==> src/rtl/branch_pkg.sv <==
// Shared types and constants for the branch prediction/resolution path.
//   bht_state_t : 2-bit saturating counter state (SNT, WNT, WT, ST)
//   BHT_INIT    : state every table entry takes on reset
//   PC_STEP     : byte distance to the sequential next instruction
//   bht_next()  : saturating counter update for one resolved branch
package branch_pkg;

  typedef enum logic [1:0] {
    SNT = 2'b00,
    WNT = 2'b01,
    WT  = 2'b10,
    ST  = 2'b11
  } bht_state_t;

  localparam bht_state_t  BHT_INIT = WNT;
  localparam int unsigned PC_STEP  = 4;

  // Move one step towards the observed outcome, holding at either end.
  function automatic bht_state_t bht_next(bht_state_t cur, logic taken);
    bht_state_t nxt;
    nxt = cur;
    if (taken) begin
      if (cur != ST) nxt = bht_state_t'(cur + 2'd1);
    end else begin
      if (cur != SNT) nxt = bht_state_t'(cur - 2'd1);
    end
    return nxt;
  endfunction

endpackage

==> src/rtl/branch_history_table.sv <==
// Table of 2-bit saturating counters indexed by PC bits.
//   clk_i, rst_i  : clock and synchronous active-high reset (entries -> BHT_INIT)
//   rd_idx_i      : asynchronous read index (fetch)
//   rd_state_o    : counter state at rd_idx_i, pre-update value on a same-cycle write
//   we_i          : apply one resolved-branch update at the next rising edge
//   wr_idx_i      : index of the entry to update
//   wr_taken_i    : resolved direction, moves the counter up (1) or down (0)
module branch_history_table
  import branch_pkg::*;
#(
  parameter  int unsigned BHT_ENTRIES = 64,
  localparam int unsigned INDEX_BITS  = $clog2(BHT_ENTRIES)
) (
  input  logic                  clk_i,
  input  logic                  rst_i,
  input  logic [INDEX_BITS-1:0] rd_idx_i,
  output bht_state_t            rd_state_o,
  input  logic                  we_i,
  input  logic [INDEX_BITS-1:0] wr_idx_i,
  input  logic                  wr_taken_i
);

  bht_state_t table_q [BHT_ENTRIES];

  // No write-to-read bypass: fetch sees the stored value.
  assign rd_state_o = table_q[rd_idx_i];

  always_ff @(posedge clk_i) begin
    if (rst_i) begin
      for (int i = 0; i < BHT_ENTRIES; i++) begin
        table_q[i] <= BHT_INIT;
      end
    end else if (we_i) begin
      table_q[wr_idx_i] <= bht_next(table_q[wr_idx_i], wr_taken_i);
    end
  end

endmodule

==> src/rtl/branch_predict_ctrl.sv <==
// Branch prediction and resolution control.
//   clk, rst                        : clock, synchronous active-high reset
//   fetch_valid/is_branch/pc/imm    : fetch-stage instruction for prediction
//   predict_taken, predict_target   : combinational fetch prediction
//   ex_valid/stall/is_cond/is_jump  : EX-stage instruction qualifiers
//   ex_pc, ex_pred_taken            : EX PC and the prediction carried with it
//   ex_pc_src, ex_target            : resolved outcome and target
//   flush, redirect_pc              : one-cycle kill/redirect on a mispredict
//   branch_count, mispredict_count  : wrapping statistics counters
module branch_predict_ctrl
  import branch_pkg::*;
#(
  parameter  int unsigned DATA_WIDTH  = 32,
  parameter  int unsigned BHT_ENTRIES = 64,
  localparam int unsigned INDEX_BITS  = $clog2(BHT_ENTRIES)
) (
  input  logic                  clk,
  input  logic                  rst,
  input  logic                  fetch_valid,
  input  logic                  fetch_is_branch,
  input  logic [DATA_WIDTH-1:0] fetch_pc,
  input  logic [DATA_WIDTH-1:0] fetch_imm,
  output logic                  predict_taken,
  output logic [DATA_WIDTH-1:0] predict_target,
  input  logic                  ex_valid,
  input  logic                  ex_stall,
  input  logic                  ex_is_cond,
  input  logic                  ex_is_jump,
  input  logic [DATA_WIDTH-1:0] ex_pc,
  input  logic                  ex_pred_taken,
  input  logic                  ex_pc_src,
  input  logic [DATA_WIDTH-1:0] ex_target,
  output logic                  flush,
  output logic [DATA_WIDTH-1:0] redirect_pc,
  output logic [DATA_WIDTH-1:0] branch_count,
  output logic [DATA_WIDTH-1:0] mispredict_count
);

  logic                  live;
  logic                  jump_ev;
  logic                  cond_ev;
  logic                  mispredict;
  logic                  actual_taken;
  bht_state_t            fetch_state;
  logic [DATA_WIDTH-1:0] ex_pc_next;
  logic [DATA_WIDTH-1:0] branch_count_q, branch_count_d;
  logic [DATA_WIDTH-1:0] mispredict_count_q, mispredict_count_d;

  branch_history_table #(
    .BHT_ENTRIES (BHT_ENTRIES)
  ) u_bht (
    .clk_i      (clk),
    .rst_i      (rst),
    .rd_idx_i   (fetch_pc[INDEX_BITS+1:2]),
    .rd_state_o (fetch_state),
    .we_i       (cond_ev),
    .wr_idx_i   (ex_pc[INDEX_BITS+1:2]),
    .wr_taken_i (ex_pc_src)
  );

  // Prediction is forced low during reset since the table is about to be reinitialised.
  assign predict_taken  = fetch_valid & fetch_is_branch & fetch_state[1] & ~rst;
  assign predict_target = fetch_pc + fetch_imm;

  always_comb begin
    live         = ex_valid & ~ex_stall & ~rst;
    jump_ev      = live & ex_is_jump;
    // A jump dominates if both flags are set, so the table is left alone.
    cond_ev      = live & ex_is_cond & ~ex_is_jump;
    mispredict   = jump_ev | (cond_ev & (ex_pc_src != ex_pred_taken));
    actual_taken = ex_pc_src | ex_is_jump;
    ex_pc_next   = ex_pc + DATA_WIDTH'(PC_STEP);

    flush       = mispredict;
    redirect_pc = (mispredict & actual_taken) ? ex_target : ex_pc_next;

    branch_count_d     = branch_count_q + DATA_WIDTH'(cond_ev);
    mispredict_count_d = mispredict_count_q + DATA_WIDTH'(mispredict);
  end

  always_ff @(posedge clk) begin
    if (rst) begin
      branch_count_q     <= '0;
      mispredict_count_q <= '0;
    end else begin
      branch_count_q     <= branch_count_d;
      mispredict_count_q <= mispredict_count_d;
    end
  end

  assign branch_count     = branch_count_q;
  assign mispredict_count = mispredict_count_q;

endmodule

==> config.mk <==
export PLATFORM = sky130hd
export DESIGN_NAME = branch_predict_ctrl
export DESIGN_NICKNAME = d
export VERILOG_FILES = /design/src/rtl/branch_pkg.sv /design/src/rtl/branch_history_table.sv /design/src/rtl/branch_predict_ctrl.sv
export SDC_FILE = /design/constraint.sdc
export NUM_CORES = 1
export LEC_CHECK = 0
export ABC_AREA = 1
export BUFFER_PORTS_ARGS = -buffer_cell sky130_fd_sc_hd__buf_2
export CAP_MARGIN = 10
export CORE_MARGIN = 3
export CORE_UTILIZATION = 30
export DETAILED_ROUTE_END_ITERATION = 12
export SLEW_MARGIN = 40
export SYNTH_ARGS = -nofsm -noshare
export SYNTH_HDL_FRONTEND = slang
export SYNTH_HIERARCHICAL = 1
export SYNTH_SLANG_ARGS = --single-unit
export TNS_END_PERCENT = 20
==> constraint.sdc <==
create_clock -name clk -period 2.5 [get_ports clk]
set_input_delay 0.375 -clock clk [delete_from_list [all_inputs] [get_ports clk]]
set_output_delay 0.375 -clock clk [all_outputs]
set_load 0.005 [all_outputs]
# == After elaboration in Yosys (flattened, before gate mapping) ==
# Memory sizes are Yosys's and may differ from the RTL's.
# Cells that the tools add are included.
# classes
eq_ne,2
reduce_logical,2
add_sub_neg,6
bitwise_logic,15
muxes,14
# op_table
cell,n
32-bit by 1-bit adder with 32-bit output,2
"32-bit by 3-bit adder with 32-bit output, second input constant",1
32-bit adder,1
32-bit two-way mux,1
2-bit two-way mux,6
1-bit bitwise AND,10
1-bit two-way mux,6
6-bit two-way mux,1
1-bit NOT,3
"2-bit by 1-bit adder with 2-bit output, second input constant",1
"2-bit inequality test, second input constant",1
1-bit bitwise OR,2
2-bit nonzero test,1
2-bit OR reduction,1
"2-bit by 1-bit subtractor with 2-bit output, second input constant",1
1-bit inequality test,1
# word_totals
mem_bits_rw,128
mem_count,1
wordCells,42
out_inout_bits,130
reg_bits,64
in_bits,138
# memory_table
name,words,width,read_ports,rd_clocked_by_memory_dff,write_ports,line_no,rtl
u_bht.table_q,64,2,2,0,64,branch_history_table.sv:23,bht_state_t table_q [BHT_ENTRIES];

# == Longest topological paths before layout ==
# Gate-level depths: netlist of run 1.
# depth
depth_word,10
mapped_depth,18
mapped_depth_nobuf,15

# == Hierarchy ==
# Netlist of run 1, hierarchy kept.
# by_module_without_submodules
module,cells_each,n_inst,seq_area_each_um2,area_per_inst_um2
branch_history_table,1142,1,3843.7,8164.1
branch_predict_ctrl,1277,1,1281.2,6977.9

# == Worst setup path before layout of run 1 ==
# Ideal clock, no wire load.
# synth_timing
path_type,input-to-output
startpoint,input fetch_pc[2]
endpoint,output predict_taken
cell_stages,12
arrival_ns,1.864
required_ns,2.125
n_path_buf,3
setup_slack_ns,0.261
cell_sequence,clkbuf_1 > inv_1 > clkbuf_1 > clkbuf_1 > nor2_1 > o211ai_1 > o211ai_1 > o211ai_1 > nand3_1 > nand2_1 > nand3_1 > nor2_1
# synth_between
elab_chain_cells,3
# synth_rtl
element,line_no,rtl
"start, declared",branch_predict_ctrl.sv:21,"input logic [DATA_WIDTH-1:0] fetch_pc,"
memory 64 x 2 bit,n/a,
named net fetch_state[1],branch_predict_ctrl.sv:44,bht_state_t fetch_state;
1-bit bitwise AND (2 in a row),branch_predict_ctrl.sv:62,assign predict_taken = fetch_valid & fetch_is_branch & fetch_state[1] & ~rst;
"end, declared",branch_predict_ctrl.sv:23,"output logic predict_taken,"
# The timed path passes the listed nets, and every way through them passes these cells.

# == Worst setup path in the final report of run 1 ==
# Ends and elaborated chain as after synthesis.

==> results of run 1 <==
[routing by layer]
| metal | vias up | global-route usage (%) |
|---|---|---|
| met5 | - | 0 |
| met4 | 0 | 5.97 |
| met3 | 74 | 2.66 |
| met2 | 520 | 30.7 |
| met1 | 7102 | 24.7 |
| li1 | 7846 | - |
[registers in the layout, summed over array words and instances (netlist names)]
| signal | flops |
|---|---|
| branch_count | 32 |
| mispredict_count | 32 |
| u_bht/table_q | 128 |
[path summary, 6_finish.rpt]
check             slack (ns)           startpoint                   end  cells past startpoint
setup reg to reg        0.27  u_bht/table_q[9][1]  u_bht/table_q[23][1]                     16
setup / recovery        0.08          fetch_pc[2]         predict_taken                     13
hold reg to reg         0.48     branch_count[31]      branch_count[31]                      2
hold / removal          0.48     branch_count[31]      branch_count[31]                      2
[where the power goes]
part           internal [uW]  switching (uW)
clock network           1440            1550
logic                    691            1140
registers               3410            26.3
total                   5540            2720
[worst min-delay path, stage by stage (launching register included)]
cell     delay [ns]
dfxtp_1        0.33
nand2_1        0.06
a21oi_1        0.05
[final cells by class]
class                   instances  share of cell area, %
repair buffers                358                   12.5
well taps                     615                   4.30
multi-input cells            1722                   44.1
flip-flops and latches        192                   28.7
clock buffers                  17                   2.38
clock inverters                15                   1.30
inverters                     324                   6.80
[stage by stage]
stage          setup WS, ns  cell area (sq um)
6_report             0.0770              17900
3_5_place_dp         0.0175              17200
5_1_grt             -0.0536              17900
4_1_cts             0.00431              17800
3_3_place_gp         0.0246              17200
2_1_floorplan         0.312              14600
[timing repair]
item	4_1_cts	5_1_grt
pin swaps	1	9
hold endpoints to repair	0	0
resized for setup	4	27
setup buffers	0	1
endpoints found under the setup margin	1	16
==> impl_results.md, run 1 <==
* Result of the run: complete, no violations
* WS Path Type: primary input to output pin
* Layout cell share with drive strength beyond 1 at 17.1%
* Max-slew headroom at 45.7%
* Crit-path cells: buf_2 -> inv_1 -> buf_4 -> buf_4 -> nor2_1 -> o22ai_1 -> nor2_1 -> o21ai_0 -> nand3_1 -> nand2_2 -> nand3_2 -> nor2_1 -> buf_2
* Yosys Warn Count at 6
* Finished Layout Cells at 3243
* Drt wl/cell at 14.9 microns
* Final setup viols at 0
* Die height at 227 microns
* Initial Utilization at 30.5%
* Synth-to-layout area growth at 22.1%
* Multi-input logic area at 7880 sq um
* WHS at 0.477 ns
* Largest net degree at the start of global routing at 65
* Post-route core utilization at 37.3%
* DR vias at 15500
* Die Width at 227 microns
* Hold_buf cts at 0
* Worst Skew at 0.0154 ns
* Clk_lat worst skew at 0.47 ns
* CTS buffer count at 17
* Crit Path Max Fanout at 8
* Most frequent cell on the critical path: nor2_1
* Critical path's slowest cell: o21ai_0
* Buf/Inv on CP at 5
* CTS Sinks at 192
* Mapped Cells at 2323
* Global-route usage over all layers at 18.4%
* Worst Tran Pin Value at 0.815 ns
* WP data arrival at 2.05 ns
* Routed Wire Length at 48300 microns
* Max Slew Vio Count at 0
* CP required at 2.12 ns
* Post-DRT Antenna Nets at 0
* Met2 WL at 22600 microns
* Register area at 5120 sq um
* Clock slew at reported path FFs at 0.09 ns
* Via density per instance at 4.79
* Cell Count Post-Placement at 3211
* Vias in the first global route at 14700
* Largest stage delay on the critical path at 0.22 ns
* CTS tree: built
* Max VDD drop at 339 uV
* Setup crit end kind: output pin
* Setup tns final at 0 ns
* CTS H-tree depth at 4
* GR Overflow Total at 0
* Pwr Total at 8260 uW
* Syn_nets at 2498
* # rows at 80
* Post-Syn Area at 14600 sq um
* Syn avg cell area at 6.30 sq um
* Post-DP HPWL at 37600 microns
* Startpoint Class: primary input
* Final net count at 2790
* Most common cell after layout, fill and taps aside: nand2_1
* Die Area at 51500 sq um
* Iter 0 DRT Violations at 1108
* WL met1 at 21400 microns
* Top Metal Used: met4
* # Max-Cap Violations at 0
* IO Pins at 268
* CTS Root Cell: clkbuf_16
* First-pass GRT wire length at 75500 microns
* Ant diodes at 0
* IO buf count at 267
* Max Freq at 413 MHz
* Clock Tree Buf Depth at 2
* Filler cell count at 5164
* Most frequent cells in the layout: nand2_1, nor2_1, inv_1
* Power Dens Cells at 462 nW/um^2
* Worst Hold Class: flop to flop
* GP Congestion at 0.944
* Met3 Wirelength at 3160 microns
* Core area at 47900 sq um
* DRC Markers at 0
* RSZ-0062 raised after global routing: true
* Initial DRT Pass Iterations at 6
* Lkg Pwr at 0.00819 uW
* Post-route clock period utilization at 96.9%
* Initial antenna violation count at 0
* Post-route minimum period at 2.42 ns
* Endpoints failing hold at 0
* Worst path top cell family by delay: buffers and inverters
Note: power is estimated with default switching activity, not from simulation.
==> run 2, diff against run 1 <==
Settings changed: PLACE_DENSITY_LB_ADDON from default to 0.25.
==> run 2 against run 1 <==
Against the previous run: setup slack improved by 0.022 ns; via count fell by 0.77%; wire length rose by 3.8%; non-clock buffer count shrank 19; sequential share of layout area increased by 0.37 points; die area did not move; flip-flop and latch count is the same; register-to-register slack better by 0.03 ns; utilization fell by 0.47 points; clock-buffer cell count stayed put; global-route usage rose by 0.43 points; maximum frequency grew 0.93%; highest routed layer unchanged.
==> impl_results.md, run 2 (synthesized netlist as in run 1, its figures left out) <==
* Result of the run: complete, no violations
* GR Overflow Total at 0
* WS Path Type: flop to output pin
* Dpl ws at -0.0373 ns
* Critical path's slowest cell: edfxtp_1
* Initial DRT Pass Iterations at 5
* Largest net degree at the start of global routing at 65
* Setup crit end kind: output pin
* CTS tree: built
* Initial Utilization at 30.5%
* IO Pins at 268
* Vias in the first global route at 14400
* Seq pwr share at 43.1%
* Power Dens Cells at 451 nW/um^2
* Post-DP HPWL at 38600 microns
* Die Area at 51500 sq um
* # rows at 80
* Finished Layout Cells at 3224
* R2R Setup Slk at 0.30 ns
* Initial antenna violation count at 0
* Max VDD drop at 481 uV
* RSZ-0062 raised after global routing: true
* Via density per instance at 4.78
* DR vias at 15400
* IO buf count at 267
* Setup Fix Bufs, Post-CTS at 0
* Most frequent cell on the critical path: o21ai_0
* CTS Root Cell: clkbuf_16
* Internal at 5400 uW
* Buf/Inv on CP at 1
* Clock slew at reported path FFs at 0.07 ns
* Setup tns final at 0 ns
* Post-route core utilization at 36.8%
* Combinational group share of total power at 22.9%
* Drt wl/cell at 15.6 microns
* GP Congestion at 0.946
* CTS H-tree depth at 4
* Die height at 227 microns
* Final setup viols at 0
* Max FFs per register at 128
* Endpoints failing hold at 0
* CTS buffer count at 17
* Die Width at 227 microns
* WP data arrival at 2.03 ns
* Worst Hold Class: primary input to flop
* Global-route usage over all layers at 18.8%
* Post-route minimum period at 2.40 ns
* Crit Path Max Fanout at 2
* CP required at 2.12 ns
* Iter 0 DRT Violations at 1281
* Final net count at 2771
* Post-DRT Antenna Nets at 0
* Most frequent cells in the layout: nand2_1, nor2_1, inv_1
* # Max-Cap Violations at 0
* Post-route clock period utilization at 96.0%
* Layout cell share with drive strength beyond 1 at 16.8%
* DRC Markers at 0
* Ant diodes at 0
* Most common cell after layout, fill and taps aside: nand2_1
* Worst Tran Pin Value at 0.842 ns
* Crit-path cells: o21ai_0 -> o22ai_1 -> o21ai_0 -> o21ai_0 -> nand3_1 -> nand2_2 -> nand3_2 -> nor2_1 -> buf_2
* Clk network pwr share at 34.0%
* Lkg Pwr at 0.00804 uW
* Reg with most FFs: u_bht/table_q
* Startpoint Class: flop
* Sw Pwr at 2560 uW
* Core area at 47900 sq um
* Max Slew Vio Count at 0
* Worst path top cell family by delay: compound AO/OA/AOI/OAI gates
* CTS Sinks at 192
* Routed Wire Length at 50200 microns
* Final setup margin at 0.0993 ns
* Largest stage delay on the critical path at 0.41 ns
* Clk_lat worst skew at 0.44 ns
* Synth-to-layout area growth at 20.6%
* Filler cell count at 5202
* Sw Ratio at 32.2%
* Max Freq at 417 MHz
* Clock Tree Buf Depth at 2
* Hold_buf cts at 0
* Cell Count Post-Placement at 3191
* Worst Skew at 0.0125 ns
* Max-slew headroom at 43.8%
* First-pass GRT wire length at 76800 microns
## run 2: changes by cell type in the layout (fill, tap and decap cells not counted), moves of 3 or more
cell        delta
buf_12         -3
buf_4         -15
clkinvlp_4     +3
inv_1          -3
inv_12         -7
inv_6          +4
nand2_1        -5
nand2_2        +5
o21ai_0        +4
## run 2: per-stage QoR
step	total power [uW]	hold slack, ns	area [sq um]
after floorplan	4550	0.463	14600
after global placement	5290	0.456	17000
after detailed placement	5290	0.468	17000
after CTS	8000	0.454	17600
after global routing	8370	0.501	17700
final	7960	0.476	17700
## run 2: metal layers
| metal | track usage (%) | wire length, microns |
|---|---|---|
| met3 | 2.72 | 3140 |
| met5 | 0 | 0 |
| met2 | 31.6 | 23100 |
| met4 | 6.17 | 1400 |
| met1 | 25.1 | 22600 |
## run 2: final timing paths
kind                         from                    to  depth (start not counted)
max          u_bht/table_q[58][1]         predict_taken                          9
min                    ex_is_jump       branch_count[0]                          5
max reg2reg  u_bht/table_q[24][1]   u_bht/table_q[0][1]                         12
min reg2reg  mispredict_count[31]  mispredict_count[31]                          2
## run 2: layout make-up
cell class | count | area [sq um] | area share [%]
clock buffer | 17 | 425 | 2.41
tap | 615 | 769 | 4.36
timing repair buffer | 339 | 2060 | 11.7
multi-input combinational | 1722 | 7910 | 44.8
sequential | 192 | 5120 | 29.0
clock inverter | 15 | 150 | 0.850
inverter | 324 | 1220 | 6.91
## run 2: what timing repair did
item                       in CTS  in global routing
setup endpoints to repair       1                 23
pin swaps                       0                  9
gates resized for setup         4                 32
gates cloned                    0                  1
## run 2: worst reg2reg max path: stages, from the launching register on
cell	delay, ns
edfxtp_1	0.41
or2_2	0.29
nand3_1	0.10
nand2_1	0.06
o21ai_1	0.18
nand2_1	0.07
nor2_1	0.13
nand2_1	0.08
nand2_2	0.10
nand2_1	0.07
nand2_2	0.17
buf_12	0.21
nor2_1	0.07
## run 2: power groups by stage
| stage | clock network [uW] | registers, uW | logic (uW) |
|---|---|---|---|
| after floorplan | 0 | 3490 | 1060 |
| after global placement | 0 | 3500 | 1780 |
| after detailed placement | 0 | 3510 | 1790 |
| after CTS | 2770 | 3430 | 1800 |
| after global routing | 2910 | 3440 | 2030 |
| final | 2710 | 3430 | 1820 |
==> run 3, diff against run 2 <==
Settings changed: ABC_AREA 1 to default, CORE_UTILIZATION 30 to 43.
==> run 3 against run 2 <==
Against the previous run: the flow now finishes with violations (setup timing); total power rose by 6.5%; sequential power barely moved; flip-flop and latch count did not move; cell count fell by 32%; sequential share of layout area fell by 0.30 points; utilization rose by 24 points; global-route usage rose by 7.2 points; highest routed layer unchanged; synthesized area fell by 12%; hold slack got worse by 0.0043 ns.
==> impl_results.md, run 3 <==
* Core area at 29100 sq um
* # rows at 62
* Max-slew headroom at 58.0%
* CP required at 2.12 ns
* Initial Utilization at 44.3%
* Max Freq at 326 MHz
* IO buf count at 267
* Final setup viols at 153
* Mapped Cells at 1337
* Most common cell after layout, fill and taps aside: buf_2
* CTS tree: built
* Endpoints failing hold at 0
* Max FFs per register at 128
* Seq pwr share at 40.6%
* R2R Setup Slk at -0.21 ns
* Post-route minimum period at 3.07 ns
* Post-route clock period utilization at 123%
* WHS at 0.472 ns
* Hold_buf cts at 0
* Result of the run: finished, violations left
* Power Dens Cells at 475 nW/um^2
* Yosys Warn Count at 6
* Die Area at 32100 sq um
* Final setup margin at -0.572 ns
* Sw Ratio at 30.2%
* Syn avg cell area at 9.64 sq um
* WP data arrival at 2.70 ns
* Synth-to-layout area growth at 38.4%
* Worst Tran Pin Value at 0.629 ns
* Clk_lat worst skew at 0.44 ns
* IO Pins at 268
* Sw Pwr at 2560 uW
* Worst Skew at 0.0168 ns
* Vias in the first global route at 12100
* Largest stage delay on the critical path at 0.45 ns
* Buf/Inv on CP at 2
* CTS Root Cell: clkbuf_16
* Global-route usage over all layers at 26.0%
* Initial DRT Pass Iterations at 6
* Largest net degree at the start of global routing at 86
* Pwr Total at 8480 uW
* WS Path Type: primary input to output pin
* Clk network pwr share at 32.8%
* Post-Syn Area at 12900 sq um
* Worst Hold Class: primary input to flop
* Syn_nets at 1512
* Post-DRT Antenna Nets at 0
* Internal at 5920 uW
* DR vias at 12500
* Crit Path Max Fanout at 5
* GR Overflow Total at 0
* Layout cell share with drive strength beyond 1 at 41.5%
* First-pass GRT wire length at 65300 microns
* Clock slew at reported path FFs at 0.08 ns
* Cell Area, Placed at 16300 sq um
* Most frequent cells in the layout: buf_2, buf_4, nor2_1
* Combinational group share of total power at 26.6%
* Worst path top cell family by delay: compound AO/OA/AOI/OAI gates
* Crit-path cells: buf_8 -> ha_4 -> fa_2 -> a211o_1 -> a2111o_1 -> a21oi_2 -> a21oi_4 -> a211oi_2 -> xnor2_1 -> buf_2
* Die height at 179 microns
* Via density per instance at 5.71
* Final net count at 1975
* CTS Sinks at 192
* RSZ-0062 raised after global routing: true
* Max Slew Vio Count at 0
* Multi-input logic area at 7780 sq um
* Clock Tree Buf Depth at 2
* Iter 0 DRT Violations at 1162
* Critical path's slowest cell: a2111o_1
* Critical path startpoint: fetch_imm[0]
* DRC Markers at 0
* Setup crit end kind: output pin
* Filler cell count at 2443
* Drt wl/cell at 20.0 microns
* Reg with most FFs: u_bht/table_q
* Post-route cell area at 17800 sq um
* Hold Crit Start: rst
* Reg-to-Reg Start: u_bht/table_q[20][1]
* Startpoint Class: primary input
* Initial antenna violation count at 1
* Post-DP HPWL at 33400 microns
* Routed Wire Length at 44000 microns
* GP Congestion at 0.947
* CTS H-tree depth at 4
* Die Width at 179 microns
* Setup tns final at -25.24 ns
* # Max-Cap Violations at 0
* CTS buffer count at 17
* Register area at 5120 sq um
* Max VDD drop at 486 uV
* Lkg Pwr at 0.00732 uW
* Failing checks: setup timing
==> run 3: cell types whose count changed in the layout (fill, tap and decap cells not counted), moves of 23 or more <==
cell      delta
inv_1      -293
nor2_1     -188
mux4_2      +31
buf_6       +25
buf_4      +186
a21o_1      +36
xor2_1      +23
nand3_1     -55
xnor2_1     +30
nand2_1    -747
o21ai_0     -28
nand2b_1    +32
==> run 3: power groups by stage <==
stage	logic, uW	clock network (uW)	registers, uW
global placement	1920	0	3510
finish	2250	2780	3440
floorplan	1050	0	3500
detailed placement	1940	0	3510
global route	2400	2960	3450
CTS	2130	2830	3440
==> run 3: cell type report <==
cell class                      count  area share [%]
Multi-Input combinational cell   1028            43.6
Sequential cell                   192            28.7
Timing Repair Buffer              542            21.1
Tap cell                          384            2.69
Clock buffer                       18            2.53
Clock inverter                     14           0.877
Inverter                           19           0.400
Antenna cell                        1          0.0140
==> run 3: what timing repair did <==
item / in CTS / in global routing
setup endpoints to repair: 174 / 166
buffers inserted: 17 / 10
gates cloned: 3 / 0
resized for setup: 76 / 67
pin swaps: 51 / 39
==> run 3: path summary, 6_finish.rpt <==
kind | to | depth (start not counted)
min | u_bht/table_q[30][0] | 3
max | predict_target[24] | 10
max reg2reg | u_bht/table_q[54][1] | 9
min reg2reg | branch_count[27] | 2
==> run 3: through the flow <==
stage          util (%)  worst slack (ns)  instances
2_1_floorplan         -           -0.0899       1337
3_3_place_gp       55.9            -0.523       2140
3_5_place_dp       55.9            -0.560       2140
4_1_cts            60.1            -0.536       2192
5_1_grt            61.3            -0.688       2198
6_report           61.3            -0.572       2198
==> run 3: metal layers <==
layer / vias to the layer above / global-route usage, % / share of wire [%] / wire length [microns]
met5: - / 0 / 0 / 0
met4: 0 / 12.0 / 4.3 / 1900
met3: 101 / 4.00 / 8.0 / 3540
met2: 571 / 44.1 / 48 / 21300
met1: 6030 / 32.8 / 39 / 17300
li1: 5847 / - / - / -
==> run 3: tightest hold or removal path, stage by stage <==
cell and delay [ns]:
buf_4 0.08, buf_4 0.17, a21o_1 0.14
